--- src/rtl/mdu_iter_if.sv ---
// Issue/writeback bundle between the execute stage and the iterative MDU.
// The core side drives the issue signals; the MDU drives status and writeback.
interface mdu_iter_if #(
  parameter int XLEN = 32
);
  logic            start;
  logic            kill;
  logic [2:0]      funct3;
  logic [XLEN-1:0] busA;
  logic [XLEN-1:0] busB;
  logic [4:0]      rd_in;
  logic            busy;
  logic            done;
  logic [XLEN-1:0] result;
  logic [4:0]      adrD;
  logic            reg_write_en;

  modport master (
    output start, kill, funct3, busA, busB, rd_in,
    input  busy, done, result, adrD, reg_write_en
  );

  modport slave (
    input  start, kill, funct3, busA, busB, rd_in,
    output busy, done, result, adrD, reg_write_en
  );
endinterface

--- src/rtl/mdu_iter.sv ---
// Iterative RV32M multiply/divide: 32-step shift-add multiply, restoring divide.
// Optional MDU_FAST_SPECIAL_EN short-circuits divide-by-zero and signed overflow.
module mdu_iter #(
  parameter int XLEN = 32
) (
  input  logic      clk,
  input  logic      rst,
  mdu_iter_if.slave mdu
);

  localparam int CW = $clog2(XLEN) + 1;
  localparam logic [XLEN-1:0] MIN_NEG = {1'b1, {(XLEN-1){1'b0}}};

  typedef enum logic [1:0] {S_IDLE, S_CALC, S_DONE} state_t;

  state_t          r_state;
  logic [CW-1:0]   r_count;
  logic [2:0]      r_funct3;
  logic [4:0]      r_rd;
  logic [XLEN-1:0] r_hi;
  logic [XLEN-1:0] r_lo;
  logic [XLEN-1:0] r_opb;
  logic            r_neg_q;
  logic            r_neg_r;
  logic            r_div0;
  logic            r_busy;
  logic            r_done;
  logic            r_wen;
  logic [XLEN-1:0] r_result;
  logic [4:0]      r_adrD;

  logic            w_is_div;
  logic            w_a_signed;
  logic            w_b_signed;
  logic            w_a_neg;
  logic            w_b_neg;
  logic [XLEN-1:0] w_a_mag;
  logic [XLEN-1:0] w_b_mag;
  logic            w_div0;
  logic            w_ovf;
  logic [XLEN:0]   w_mul_sum;
  logic [XLEN:0]   w_div_rem;
  logic [XLEN:0]   w_div_diff;
  logic            w_div_ok;
  logic [2*XLEN-1:0] w_prod;
  logic [XLEN-1:0] w_quo;
  logic [XLEN-1:0] w_rem;
  logic [XLEN-1:0] w_final;

  // Operand decode: signed ops work on magnitudes, sign restored at the end.
  assign w_is_div   = mdu.funct3[2];
  assign w_a_signed = (mdu.funct3 inside {3'd1, 3'd2, 3'd4, 3'd6});
  assign w_b_signed = (mdu.funct3 inside {3'd1, 3'd4, 3'd6});
  assign w_a_neg    = w_a_signed & mdu.busA[XLEN-1];
  assign w_b_neg    = w_b_signed & mdu.busB[XLEN-1];
  assign w_a_mag    = w_a_neg ? -mdu.busA : mdu.busA;
  assign w_b_mag    = w_b_neg ? -mdu.busB : mdu.busB;
  assign w_div0     = w_is_div & (mdu.busB == '0);
  assign w_ovf      = w_is_div & ~mdu.funct3[0] & (mdu.busA == MIN_NEG) & (mdu.busB == '1);

  assign w_mul_sum  = {1'b0, r_hi} + (r_lo[0] ? {1'b0, r_opb} : '0);
  assign w_div_rem  = {r_hi, r_lo[XLEN-1]};
  assign w_div_diff = w_div_rem - {1'b0, r_opb};
  assign w_div_ok   = ~w_div_diff[XLEN];

  assign w_prod = r_neg_q ? -{r_hi, r_lo} : {r_hi, r_lo};
  assign w_quo  = r_div0 ? '1 : (r_neg_q ? -r_lo : r_lo);
  assign w_rem  = r_neg_r ? -r_hi : r_hi;

  // NOTE: every always_comb output gets a default first so no path can infer a latch.
  always_comb begin
    w_final = w_prod[XLEN-1:0];
    case (r_funct3)
      3'd1, 3'd2, 3'd3: w_final = w_prod[2*XLEN-1:XLEN];
      3'd4, 3'd5:       w_final = w_quo;
      3'd6, 3'd7:       w_final = w_rem;
      default:          w_final = w_prod[XLEN-1:0];
    endcase
  end

  // NOTE: sequential state uses non-blocking assignments so all registers update together.
  always_ff @(posedge clk or negedge rst) begin
    if (!rst) begin
      r_state  <= S_IDLE;
      r_count  <= '0;
      r_funct3 <= '0;
      r_rd     <= '0;
      r_hi     <= '0;
      r_lo     <= '0;
      r_opb    <= '0;
      r_neg_q  <= 1'b0;
      r_neg_r  <= 1'b0;
      r_div0   <= 1'b0;
      r_busy   <= 1'b0;
      r_done   <= 1'b0;
      r_wen    <= 1'b0;
      r_result <= '0;
      r_adrD   <= '0;
    end else begin
      case (r_state)
        S_IDLE: begin
          if (mdu.start && !mdu.kill) begin
            r_state  <= S_CALC;
            r_busy   <= 1'b1;
            r_count  <= '0;
            r_funct3 <= mdu.funct3;
            r_rd     <= mdu.rd_in;
            r_hi     <= '0;
            r_neg_q  <= w_a_neg ^ w_b_neg;
            r_neg_r  <= w_a_neg;
            r_div0   <= w_div0;
            r_lo     <= w_is_div ? w_a_mag : w_b_mag;
            r_opb    <= w_is_div ? w_b_mag : w_a_mag;
`ifdef MDU_FAST_SPECIAL_EN
            // Preload the final quotient/remainder and jump the counter to its end.
            if (w_div0 || w_ovf) begin
              r_count <= CW'(XLEN);
              r_neg_q <= 1'b0;
              r_neg_r <= 1'b0;
              r_div0  <= 1'b0;
              r_lo    <= w_div0 ? '1 : MIN_NEG;
              r_hi    <= w_div0 ? mdu.busA : '0;
            end
`endif
          end
        end
        S_CALC: begin
          if (mdu.kill) begin
            r_state <= S_IDLE;
            r_busy  <= 1'b0;
          end else if (r_count == CW'(XLEN)) begin
            // Extra edge after the last iteration applies the sign fix-up.
            r_state  <= S_DONE;
            r_done   <= 1'b1;
            r_result <= w_final;
            r_adrD   <= r_rd;
            r_wen    <= (r_rd != 5'd0);
          end else begin
            r_count <= r_count + 1'b1;
            if (r_funct3[2]) begin
              r_hi <= w_div_ok ? w_div_diff[XLEN-1:0] : w_div_rem[XLEN-1:0];
              r_lo <= {r_lo[XLEN-2:0], w_div_ok};
            end else begin
              r_hi <= w_mul_sum[XLEN:1];
              r_lo <= {w_mul_sum[0], r_lo[XLEN-1:1]};
            end
          end
        end
        S_DONE: begin
          r_state <= S_IDLE;
          r_busy  <= 1'b0;
          r_done  <= 1'b0;
          r_wen   <= 1'b0;
        end
        default: begin
          r_state <= S_IDLE;
          r_busy  <= 1'b0;
          r_done  <= 1'b0;
          r_wen   <= 1'b0;
        end
      endcase
    end
  end

  assign mdu.busy         = r_busy;
  assign mdu.done         = r_done;
  assign mdu.result       = r_result;
  assign mdu.adrD         = r_adrD;
  assign mdu.reg_write_en = r_wen;

endmodule

--- src/flat_wrapper.sv ---
// flat-port wrapper written by rule: the top's interface ports become plain ports
module mdu_iter_flat 
#(
  parameter int XLEN = 32
)
  (clk, rst, mdu_start, mdu_kill, mdu_funct3, mdu_busA, mdu_busB, mdu_rd_in, mdu_busy, mdu_done, mdu_result, mdu_adrD, mdu_reg_write_en);
  mdu_iter_if #(.XLEN(XLEN)) mdu_i ();
  input  logic clk;
  input  logic rst;
  input wire logic [$bits(mdu_i.start)-1:0] mdu_start;
  input wire logic [$bits(mdu_i.kill)-1:0] mdu_kill;
  input wire logic [$bits(mdu_i.funct3)-1:0] mdu_funct3;
  input wire logic [$bits(mdu_i.busA)-1:0] mdu_busA;
  input wire logic [$bits(mdu_i.busB)-1:0] mdu_busB;
  input wire logic [$bits(mdu_i.rd_in)-1:0] mdu_rd_in;
  output wire logic [$bits(mdu_i.busy)-1:0] mdu_busy;
  output wire logic [$bits(mdu_i.done)-1:0] mdu_done;
  output wire logic [$bits(mdu_i.result)-1:0] mdu_result;
  output wire logic [$bits(mdu_i.adrD)-1:0] mdu_adrD;
  output wire logic [$bits(mdu_i.reg_write_en)-1:0] mdu_reg_write_en;
  assign mdu_i.start = mdu_start;
  assign mdu_i.kill = mdu_kill;
  assign mdu_i.funct3 = mdu_funct3;
  assign mdu_i.busA = mdu_busA;
  assign mdu_i.busB = mdu_busB;
  assign mdu_i.rd_in = mdu_rd_in;
  assign mdu_busy = mdu_i.busy;
  assign mdu_done = mdu_i.done;
  assign mdu_result = mdu_i.result;
  assign mdu_adrD = mdu_i.adrD;
  assign mdu_reg_write_en = mdu_i.reg_write_en;
  mdu_iter #(.XLEN(XLEN)) u_core (.clk(clk), .rst(rst), .mdu(mdu_i));
endmodule
--- config.mk ---
export PLATFORM = sky130hd
export DESIGN_NAME = mdu_iter_flat
export DESIGN_NICKNAME = d
export VERILOG_FILES = /design/src/rtl/mdu_iter_if.sv /design/src/rtl/mdu_iter.sv /design/src/flat_wrapper.sv
export SDC_FILE = /design/constraint.sdc
export NUM_CORES = 1
export LEC_CHECK = 0
export ABC_AREA = 1
export ABC_CLOCK_PERIOD_IN_PS = 2500
export BUFFER_PORTS_ARGS = -buffer_cell sky130_fd_sc_hd__buf_4
export CAP_MARGIN = 10
export CORE_MARGIN = 10
export CORE_UTILIZATION = 45
export DETAILED_ROUTE_END_ITERATION = 10
export SKIP_LAST_GASP = 1
export SLEW_MARGIN = 20
export SYNTH_ARGS = -nofsm -noshare
export SYNTH_HDL_FRONTEND = slang
export SYNTH_SLANG_ARGS = --single-unit
--- constraint.sdc ---
create_clock -name clk -period 2.5 [get_ports clk]
set_input_delay 0.125 -clock clk [delete_from_list [all_inputs] [get_ports clk]]
set_output_delay 0.125 -clock clk [all_outputs]
set_load 0.02 [all_outputs]
# Yosys cells after proc, flatten, opt, wreduce, memory -nomap -nowiden
# Cells that the tools add are included.
# Widths: inputs -> output; s select.
dict set report op_classes {
  reduce_logical 17
  n_addsub 8
  bitwise 7
  muxes 38
  eq_ne 19
}
# op n
set op_table {}
lappend op_table {{$mux 32} 17}
lappend op_table {{$neg 32->32} 4}
lappend op_table {{$pmux 32 s2} 2}
lappend op_table {{$pmux 32 s3} 1}
lappend op_table {{$mux 64} 1}
lappend op_table {{$neg 64->64} 1}
lappend op_table {{$add 32x33->33} 1}
lappend op_table {{$sub 33x32->33} 1}
lappend op_table {{$logic_not 32->1} 1}
lappend op_table {{$eq 3x3->1 const B} 6}
lappend op_table {{$mux 6} 3}
lappend op_table {{$pmux 6 s2} 1}
lappend op_table {{$eq 3x2->1 const B} 3}
lappend op_table {{$add 6x1->6 const B} 1}
lappend op_table {{$eq 3x1->1 const B} 2}
lappend op_table {{$eq 6x6->1 const B} 1}
lappend op_table {{$mux 1} 6}
lappend op_table {{$mux 2} 3}
lappend op_table {{$ne 2x2->1 const B} 3}
lappend op_table {{$pmux 1 s2} 3}
lappend op_table {{$reduce_and 2->1} 3}
lappend op_table {{$reduce_and 3->1} 2}
lappend op_table {{$reduce_bool 5->1} 1}
lappend op_table {{$ne 2x1->1 const B} 2}
lappend op_table {{15 further kinds} 20}
dict set report totals {
  output_inout_bits 40
  regBits 155
}

# Longest topological paths before layout
# Gate-level depths: netlist of the first run.
dict set report depth {
  depth_word 7
  mapped_depth 20
  ltp_nobuf 19
}

# Least setup slack after synthesis of the first run
# OpenSTA, ideal clock, no wires.
dict set report synth_timing {
  kind {register to register}
  start {register u_core.r_lo[0]}
  end {register u_core.r_hi[29]}
  setup_time_ps 117
  setup_slack_ps -30
  stages_incl_launch_ff 20
  t_arrival_ps 2414
  cell_sequence {dfrtp_1 > buf_2 > clkbuf_1 > nand2_1 > inv_1 > ha_1 > inv_1 > fa_1 > o21ai_1 > nand2_1 > nand2_1 > nand2_1 > nand2_1 > nand2_1 > nand3_1 > nand3_1 > nand2_1 > inv_1 > nand2_1 > nand2_1}
}
dict set report synth_between {
  elab_chain_cells 6
}
# item line
set synth_rtl {}
lappend synth_rtl {{start: declaration} mdu_iter.sv:21} ;# logic [XLEN-1:0] r_lo;
lappend synth_rtl {{start signal: assignment} mdu_iter.sv:112} ;# r_lo <= w_is_div ? w_a_mag : w_b_mag;
lappend synth_rtl {{start signal: assignment} mdu_iter.sv:142} ;# r_lo <= {r_lo[XLEN-2:0], w_div_ok};
lappend synth_rtl {{start signal: assignment} mdu_iter.sv:145} ;# r_lo <= {w_mul_sum[0], r_lo[XLEN-1:1]};
lappend synth_rtl {{$mux 32} mdu_iter.sv:61} ;# assign w_mul_sum = {1'b0, r_hi} + (r_lo[0] ? {1'b0, r_opb} : '0);
lappend synth_rtl {{$add 32x33->33} mdu_iter.sv:61}
lappend synth_rtl {{$mux 32} mdu_iter.sv:140} ;# if (r_funct3[2]) begin
lappend synth_rtl {{$mux 32} mdu_iter.sv:131} ;# end else if (r_count == CW'(XLEN)) begin
lappend synth_rtl {{$mux 32} mdu_iter.sv:128} ;# if (mdu.kill) begin
lappend synth_rtl {{$pmux 32 s2} mdu_iter.sv:100} ;# case (r_state)
lappend synth_rtl {{end signal: assignment} mdu_iter.sv:141} ;# r_hi <= w_div_ok ? w_div_diff[XLEN-1:0] : w_div_rem[XLEN-1:0];
lappend synth_rtl {{end signal: assignment} mdu_iter.sv:144} ;# r_hi <= w_mul_sum[XLEN:1];
lappend synth_rtl {{end: declaration} mdu_iter.sv:20} ;# logic [XLEN-1:0] r_hi;
# No other way between the ends. The select of a mux whose other input is x is not followed.
# A chain may end at the register's enable or synchronous reset.

# Final worst setup path of the first run
dict set report layout_timing {
  start {register u_core.r_lo[0]}
  end {register u_core.r_hi[30]}
}
# The elaborated chain is that of the path after synthesis.

==> impl_metrics.csv, run 1 <==
group,metric,value,unit
global_routing,grt_max_degree,97,
clock_network,h-tree-depth,4,
power,powerDensity,1056,nW/um^2
yosys,ys_warn_count,0,
clock_network,clockRootBuffer,"clkbuf_16",
yosys,yosysMostFrequentCell,"nand2_1",
placed_design,place_area,21620,um^2
timing,finalWorstPathRequiredPeriod,2545,ps
yosys,synth_top_cell_area_share,23.58,%
global_routing,grt_usage,33.20,%
yosys,avgSynthCellArea,5.607,um^2
critical_path,critPathKind,"flop to flop",
die,num_io_pins,116,
die,start_util,45.80,%
route,avgViaCountPerCell,5.669,
timing,hold_ws,32.17,ps
yosys,async_flop_share,100.0,%
outcome,violations,"negative setup slack",
yosys,synth.distinct_cells,61,
yosys,netlist_instances,3268,
route,vias,23660,
global_routing,grt_overflow_total,0,
yosys,synth_area,18320,um^2
yosys,synth_edf_count,0,
yosys,yosys-top-cells-area,"nand2_1 (24%), dfrtp_1 (21%), inv_1 (9.1%)",
power,peakVddDrop,0.7315,mV
die,die_x,221.8,um
yosys,yosys_most_used_dff,"dfrtp_1",
placed_design,place_congestion,1.076,
job,max_cap_violations,0,
clock_network,path_clk_slew,80,ps
placed_design,io_buffers,115,
final_layout,syn_to_final_growth,28.40,%
clock_network,cts_num_sinks,155,
critical_path,cp_max_fo,23,
final_layout,antennaDiodeCount,0,
final_layout,fin_nets,3783,
power,p_leak,12.65,nW
route,remaining_drc_errors,0,
final_layout,final_area,23530,um^2
die,fp.dieH,221.8,um
timing,rsz0062_at_grt,"yes",
critical_path,critPathCaptureType,"flop",
critical_path,crit_arrival,2920,ps
die,rows,73,
hold_path,hp-class,"primary input to flop",
die,coreArea,40010,um^2
timing,hold_viol,0,
placed_design,dpl.hpwl,69860,um
final_layout,layout-drive-gt1-share,19.71,%
clock_network,clock_path_buffers,2,
timing,period_share,101.8,%
yosys,synth-seq-cells,155,
route,drt-pass1-iter-count,6,
power,p_total,0.02485,W
yosys,syn_nets,3416,
critical_path,critPathLaunchType,"flop",
timing,fin_skew,18.84,ps
yosys,yosysSeqAreaShare,21.17,%
global_routing,grt_pass1_wl,127900,um
critical_path,worstPathRequired,2870,ps
die,dieArea,49190,um^2
timing,worst_slack,-44.57,ps
route,ant_nets,0,
timing,tightest_slew,823.8,ps
clock_network,numCtsBuffers,17,
timing,setup_viol,1,
global_routing,antenna_found_initial,1,
route,drt_wl_total,87000,um
route,drt_iter0_markers,2912,
outcome,outcome,"complete, but fails checks",
route,wire_per_inst,20.85,um
timing,worst_slew_margin_rel,45.08,%
yosys,synth_largest_area_cell,"nand2_1",
timing,fmaxAchievable,0.3930,GHz
placed_design,dpl_worst_slack,-179.3,ps
clock_network,cts_tree,"done",
global_routing,grt_pass1_vias,21610,
timing,slew_viol_final,0,
yosys,synth_common_cells,"nand2_1 (1151), inv_1 (445), nor2_1 (349), nand3_1 (316), a21oi_1 (158)",
clock_network,insertion_delay,480,ps
==> cells in the final DEF (no fill, tap or decap), drive strengths merged, types with 2 or more instances in the layout <==
cell / instances
nand3: 319
and2: 5
clkinvlp: 2
ha: 70
o221ai: 15
a21boi: 2
inv: 485
buf: 424
nand4: 35
fa: 2
xnor2: 20
nand2: 1167
dfrtp: 155
clkbuf: 19
a21oi: 160
nor4: 3
and3: 2
dlygate4sd3: 17
o21a: 3
o21bai: 7
clkinv: 7
o211ai: 21
nor3: 33
a31oi: 7
nand3b: 15
a22oi: 17
nor2: 367
o31ai: 2
or2: 20
o21ai: 174
xor2: 58
a21o: 5
==> layer usage <==
metal | vias up | share of wire (%) | global-route usage [%]
met5 | - | 0 | 0
met4 | 0 | 4.9 | 15.33
met3 | 220 | 11 | 8.450
met2 | 1353 | 42 | 48.57
met1 | 10980 | 42 | 44.78
li1 | 11100 | - | -
==> power breakdown <==
part	switching (W)	internal, W
registers	0.000762	0.00307
clock network	0.00141	0.00135
logic	0.0114	0.00681
==> through the flow <==
step | setup TNS [ps] | instances | utilization [%]
after floorplan | 0 | 3268 | -
after global placement | -565.1 | 4095 | 54.05
after detailed placement | -792.4 | 4095 | 54.05
after CTS | -127.9 | 4144 | 56.09
after global routing | -1172 | 4173 | 58.81
final | -44.57 | 4173 | 58.81
==> layout make-up <==
cell class,count,area [um^2]
clock buffers,17,425.4
clock inverters,15,171.4
fillers,3979,16480
inverters,479,1804
multi-input cells,2539,13080
flip-flops and latches,155,3891
well taps,525,656.9
repair buffers,443,3502
==> sequential cells by signal, summed over array words and instances (netlist names) <==
name                     flops
u_core.r_neg_q               1
u_core.mdu.busy              1
u_core.r_div0                1
u_core.r_lo                 32
u_core.r_hi                 32
u_core.r_funct3              3
u_core.mdu.reg_write_en      1
u_core.r_rd                  5
u_core.r_neg_r               1
u_core.r_opb                32
u_core.r_state               2
u_core.mdu.result           32
u_core.mdu.adrD              5
u_core.r_count               6
u_core.mdu.done              1
==> kinds of logic (layout without fill, tap and decap cells) <==
kind of cell,count (synthesis),after routing,share of synthesized area (%)
buf+inv,575,954,12.23
fa+ha+maj,72,72,4.998
flops,155,155,21.17
xor+xnor,78,78,3.728
simple gates,1968,1969,44.96
compound gates,420,420,12.92
==> worst max-delay path, stage by stage (launching register included) <==
cell,delay [ps]
dfrtp_2,450
buf_12,170
nand2_1,110
inv_1,90
ha_4,310
nand2_1,80
inv_1,70
nand2_1,80
buf_4,150
buf_4,130
nor3_1,200
nand2_1,130
nand3_1,100
nand3_1,100
nand2_1,110
inv_1,50
nand2_1,50
nand2_1,50
==> what timing repair did <==
| item | 4_1_cts | 5_1_grt |
|---|---|---|
| buffers inserted | 0 | 25 |
| hold endpoints to repair | 168 | 0 |
| endpoints found under the setup margin | 26 | 56 |
| resized for setup | 19 | 189 |
| gates cloned | 0 | 4 |
| hold buffers | 17 | 0 |
| pin swaps | 0 | 21 |
==> final timing paths <==
kind	endpoint	slack [ps]	from	cells past startpoint
max in group asynchronous	u_core.r_hi[3]$_DFFE_PN0P_	1460	rst	3
setup reg to reg	u_core.r_hi[30]$_DFFE_PN0P_	-40	u_core.r_lo[0]$_DFFE_PN0P_	17
hold / removal	u_core.r_opb[28]$_DFFE_PN0P_	30	mdu_busA[28]	4
setup / recovery	u_core.r_hi[30]$_DFFE_PN0P_	-40	u_core.r_lo[0]$_DFFE_PN0P_	17
min in group asynchronous	u_core.r_opb[24]$_DFFE_PN0P_	40	rst	2
hold reg to reg	u_core.mdu.result[19]$_DFFE_PN0P_	490	u_core.mdu.result[19]$_DFFE_PN0P_	2
(Power assumes the default switching activity.)
==> inputs of run 2 (changes only) <==
--- a/config.mk
+++ b/config.mk
@@ -11,9 +11,11 @@
 export CAP_MARGIN = 10
 export CORE_MARGIN = 10
 export CORE_UTILIZATION = 45
+export CTS_CLUSTER_DIAMETER = 60
 export DETAILED_ROUTE_END_ITERATION = 10
+export SKIP_CTS_REPAIR_TIMING = 1
 export SKIP_LAST_GASP = 1
-export SLEW_MARGIN = 20
+export SLEW_MARGIN = 5
 export SYNTH_ARGS = -nofsm -noshare
 export SYNTH_HDL_FRONTEND = slang
 export SYNTH_SLANG_ARGS = --single-unit
==> run 2 against run 1 <==
Worst setup slack improved by 36 ps. Clock power barely moved. Global-route usage fell by 0.082 points. Sequential share of layout area rose by 0.19 points. Largest power group unchanged. Final cell count fell by 0.50%. Total power fell by 1.7%. Register-to-register slack improved by 40 ps. Sequential power barely moved. Critical endpoint unchanged. The flow finishes with violations (negative hold slack, negative setup slack). Wire length fell by 0.60%. Maximum frequency rose by 1.4%. Count of clock-buffer cells in the layout did not move. Utilization fell by 0.71 points.
==> impl_metrics.csv, run 2 (synthesized netlist as in run 1, its figures left out) <==
group,metric,value,unit
critical_path,critPathLaunchType,"flop",
timing,fmaxAchievable,0.3986,GHz
power,p_seq_share,15.6,%
die,dieArea,49190,um^2
timing,rsz0062_at_grt,"yes",
route,drt-pass1-iter-count,8,
global_routing,antenna_found_initial,0,
power,p_comb_share,73.1,%
final_layout,fin_cells,4152,
timing,period_share,100.3,%
placed_design,place_area,21620,um^2
clock_network,cts_num_sinks,155,
timing,worst_slew_margin_rel,45.09,%
job,max_cap_violations,0,
die,die_x,221.8,um
outcome,outcome,"complete, but fails checks",
final_layout,antennaDiodeCount,0,
outcome,violations,"negative hold slack, negative setup slack",
die,num_io_pins,116,
hold_path,hp-class,"primary input to flop",
critical_path,critPathCaptureType,"flop",
timing,setup_viol,1,
placed_design,dp_cells,4095,
placed_design,dpl.hpwl,69860,um
placed_design,place_congestion,1.076,
clock_network,path_clk_slew,80,ps
clock_network,clock_path_buffers,2,
power,switchingPower,0.01342,W
placed_design,dpl_worst_slack,-179.3,ps
timing,hold_viol,3,
final_layout,n_fill_cell,4007,
final_layout,final_area,23240,um^2
placed_design,io_buffers,115,
global_routing,grt_pass1_vias,21490,
timing,fin_skew,18.18,ps
route,drt_iter0_markers,3067,
route,ant_nets,0,
critical_path,cp_max_fo,23,
route,remaining_drc_errors,0,
power,p_sw_share,54.94,%
route,wire_per_inst,20.83,um
timing,finalWorstPathRequiredPeriod,2509,ps
die,fp.dieH,221.8,um
global_routing,grt_overflow_total,0,
power,powerDensity,1051,nW/um^2
clock_network,clockRootBuffer,"clkbuf_16",
power,internal_power,0.01101,W
timing,worst_slack,-8.666,ps
power,p_leak,12.55,nW
clock_network,h-tree-depth,4,
timing,hold_ws,-12.42,ps
final_layout,layout-drive-gt1-share,19.16,%
final_layout,fin_nets,3762,
route,drt_wl_total,86480,um
global_routing,grt_usage,33.12,%
power,power_frac_clock,11.3,%
final_layout,mostFrequentLayoutCells,"nand2_1 (1118), inv_1 (435), buf_4 (405), nor2_1 (323), nand3_1 (307)",
route,avgViaCountPerCell,5.662,
die,coreArea,40010,um^2
clock_network,insertion_delay,480,ps
final_layout,syn_to_final_growth,26.86,%
timing,slew_viol_final,0,
clock_network,numCtsBuffers,17,
critical_path,critPathKind,"flop to flop",
die,rows,73,
timing,tightest_slew,823.6,ps
global_routing,grt_pass1_wl,127400,um
die,start_util,45.80,%
global_routing,grt_max_degree,97,
power,p_total,0.02443,W
final_layout,layout_commonest_cell,"nand2_1",
power,peakVddDrop,0.7308,mV
critical_path,worstPathRequired,2870,ps
route,vias,23510,
critical_path,crit_arrival,2880,ps
clock_network,cts_tree,"done",
[run 2: worst max-delay path, stage by stage (launching register included)]
cell     delay, ps
dfrtp_2        450
buf_12         170
nand2_1        100
inv_1           80
ha_4           310
nand2_1         80
inv_1           90
nand2_2         70
buf_4          140
buf_4          130
nor3_1         180
nand2_1        130
nand3_1        100
nand3_1        100
nand2_1        100
inv_1           50
nand2_1         50
nand2_1         50
[run 2: layout make-up]
cell class              instances  area, um^2  share of cell area [%]
clock buffers                  17       425.4                   1.830
clock inverters                15       171.4                  0.7374
inverters                     479        1804                   7.762
multi-input cells            2538       12980                   55.83
flip-flops and latches        155        3887                   16.72
well taps                     525       656.9                   2.826
repair buffers                423        3322                   14.29
[run 2: worst paths after layout]
path                                              from                              to  slack (ps)  cells after the start
max                         u_core.r_lo[0]$_DFFE_PN0P_     u_core.r_hi[30]$_DFFE_PN0P_          -9                     17
min                                      mdu_funct3[0]  u_core.r_funct3[0]$_DFFE_PN0P_         -10                      3
max reg2reg                 u_core.r_lo[0]$_DFFE_PN0P_     u_core.r_hi[30]$_DFFE_PN0P_          -9                     17
min reg2reg                u_core.mdu.done$_DFFE_PN0P_     u_core.mdu.done$_DFFE_PN0P_         480                      2
max in group asynchronous                          rst      u_core.r_hi[3]$_DFFE_PN0P_        1460                      3
min in group asynchronous                          rst    u_core.r_opb[24]$_DFFE_PN0P_          40                      2
[run 2: layer usage]
metal  vias up  GRT usage (%)  wire [um]
met5         -              0          0
met3       219          8.476       9764
met2      1364          48.21      35940
li1      11070              -          -
met4         0          15.53       4252
met1     10860          44.75      36530
[run 2: per-stage QoR]
step	setup TNS, ps	util, %
CTS	-1311	55.54
finish	-8.666	58.10
detailed placement	-792.4	54.05
global route	-1692	58.10
global placement	-565.1	54.05
floorplan	0	-
[run 2: power groups by stage]
stage	registers (W)	logic (W)	clock network (W)
floorplan	0.00365	0.00937	0
global placement	0.00376	0.0158	0
global route	0.00384	0.0192	0.00286
finish	0.00382	0.0179	0.00276
CTS	0.00374	0.0160	0.00277
detailed placement	0.00378	0.0159	0
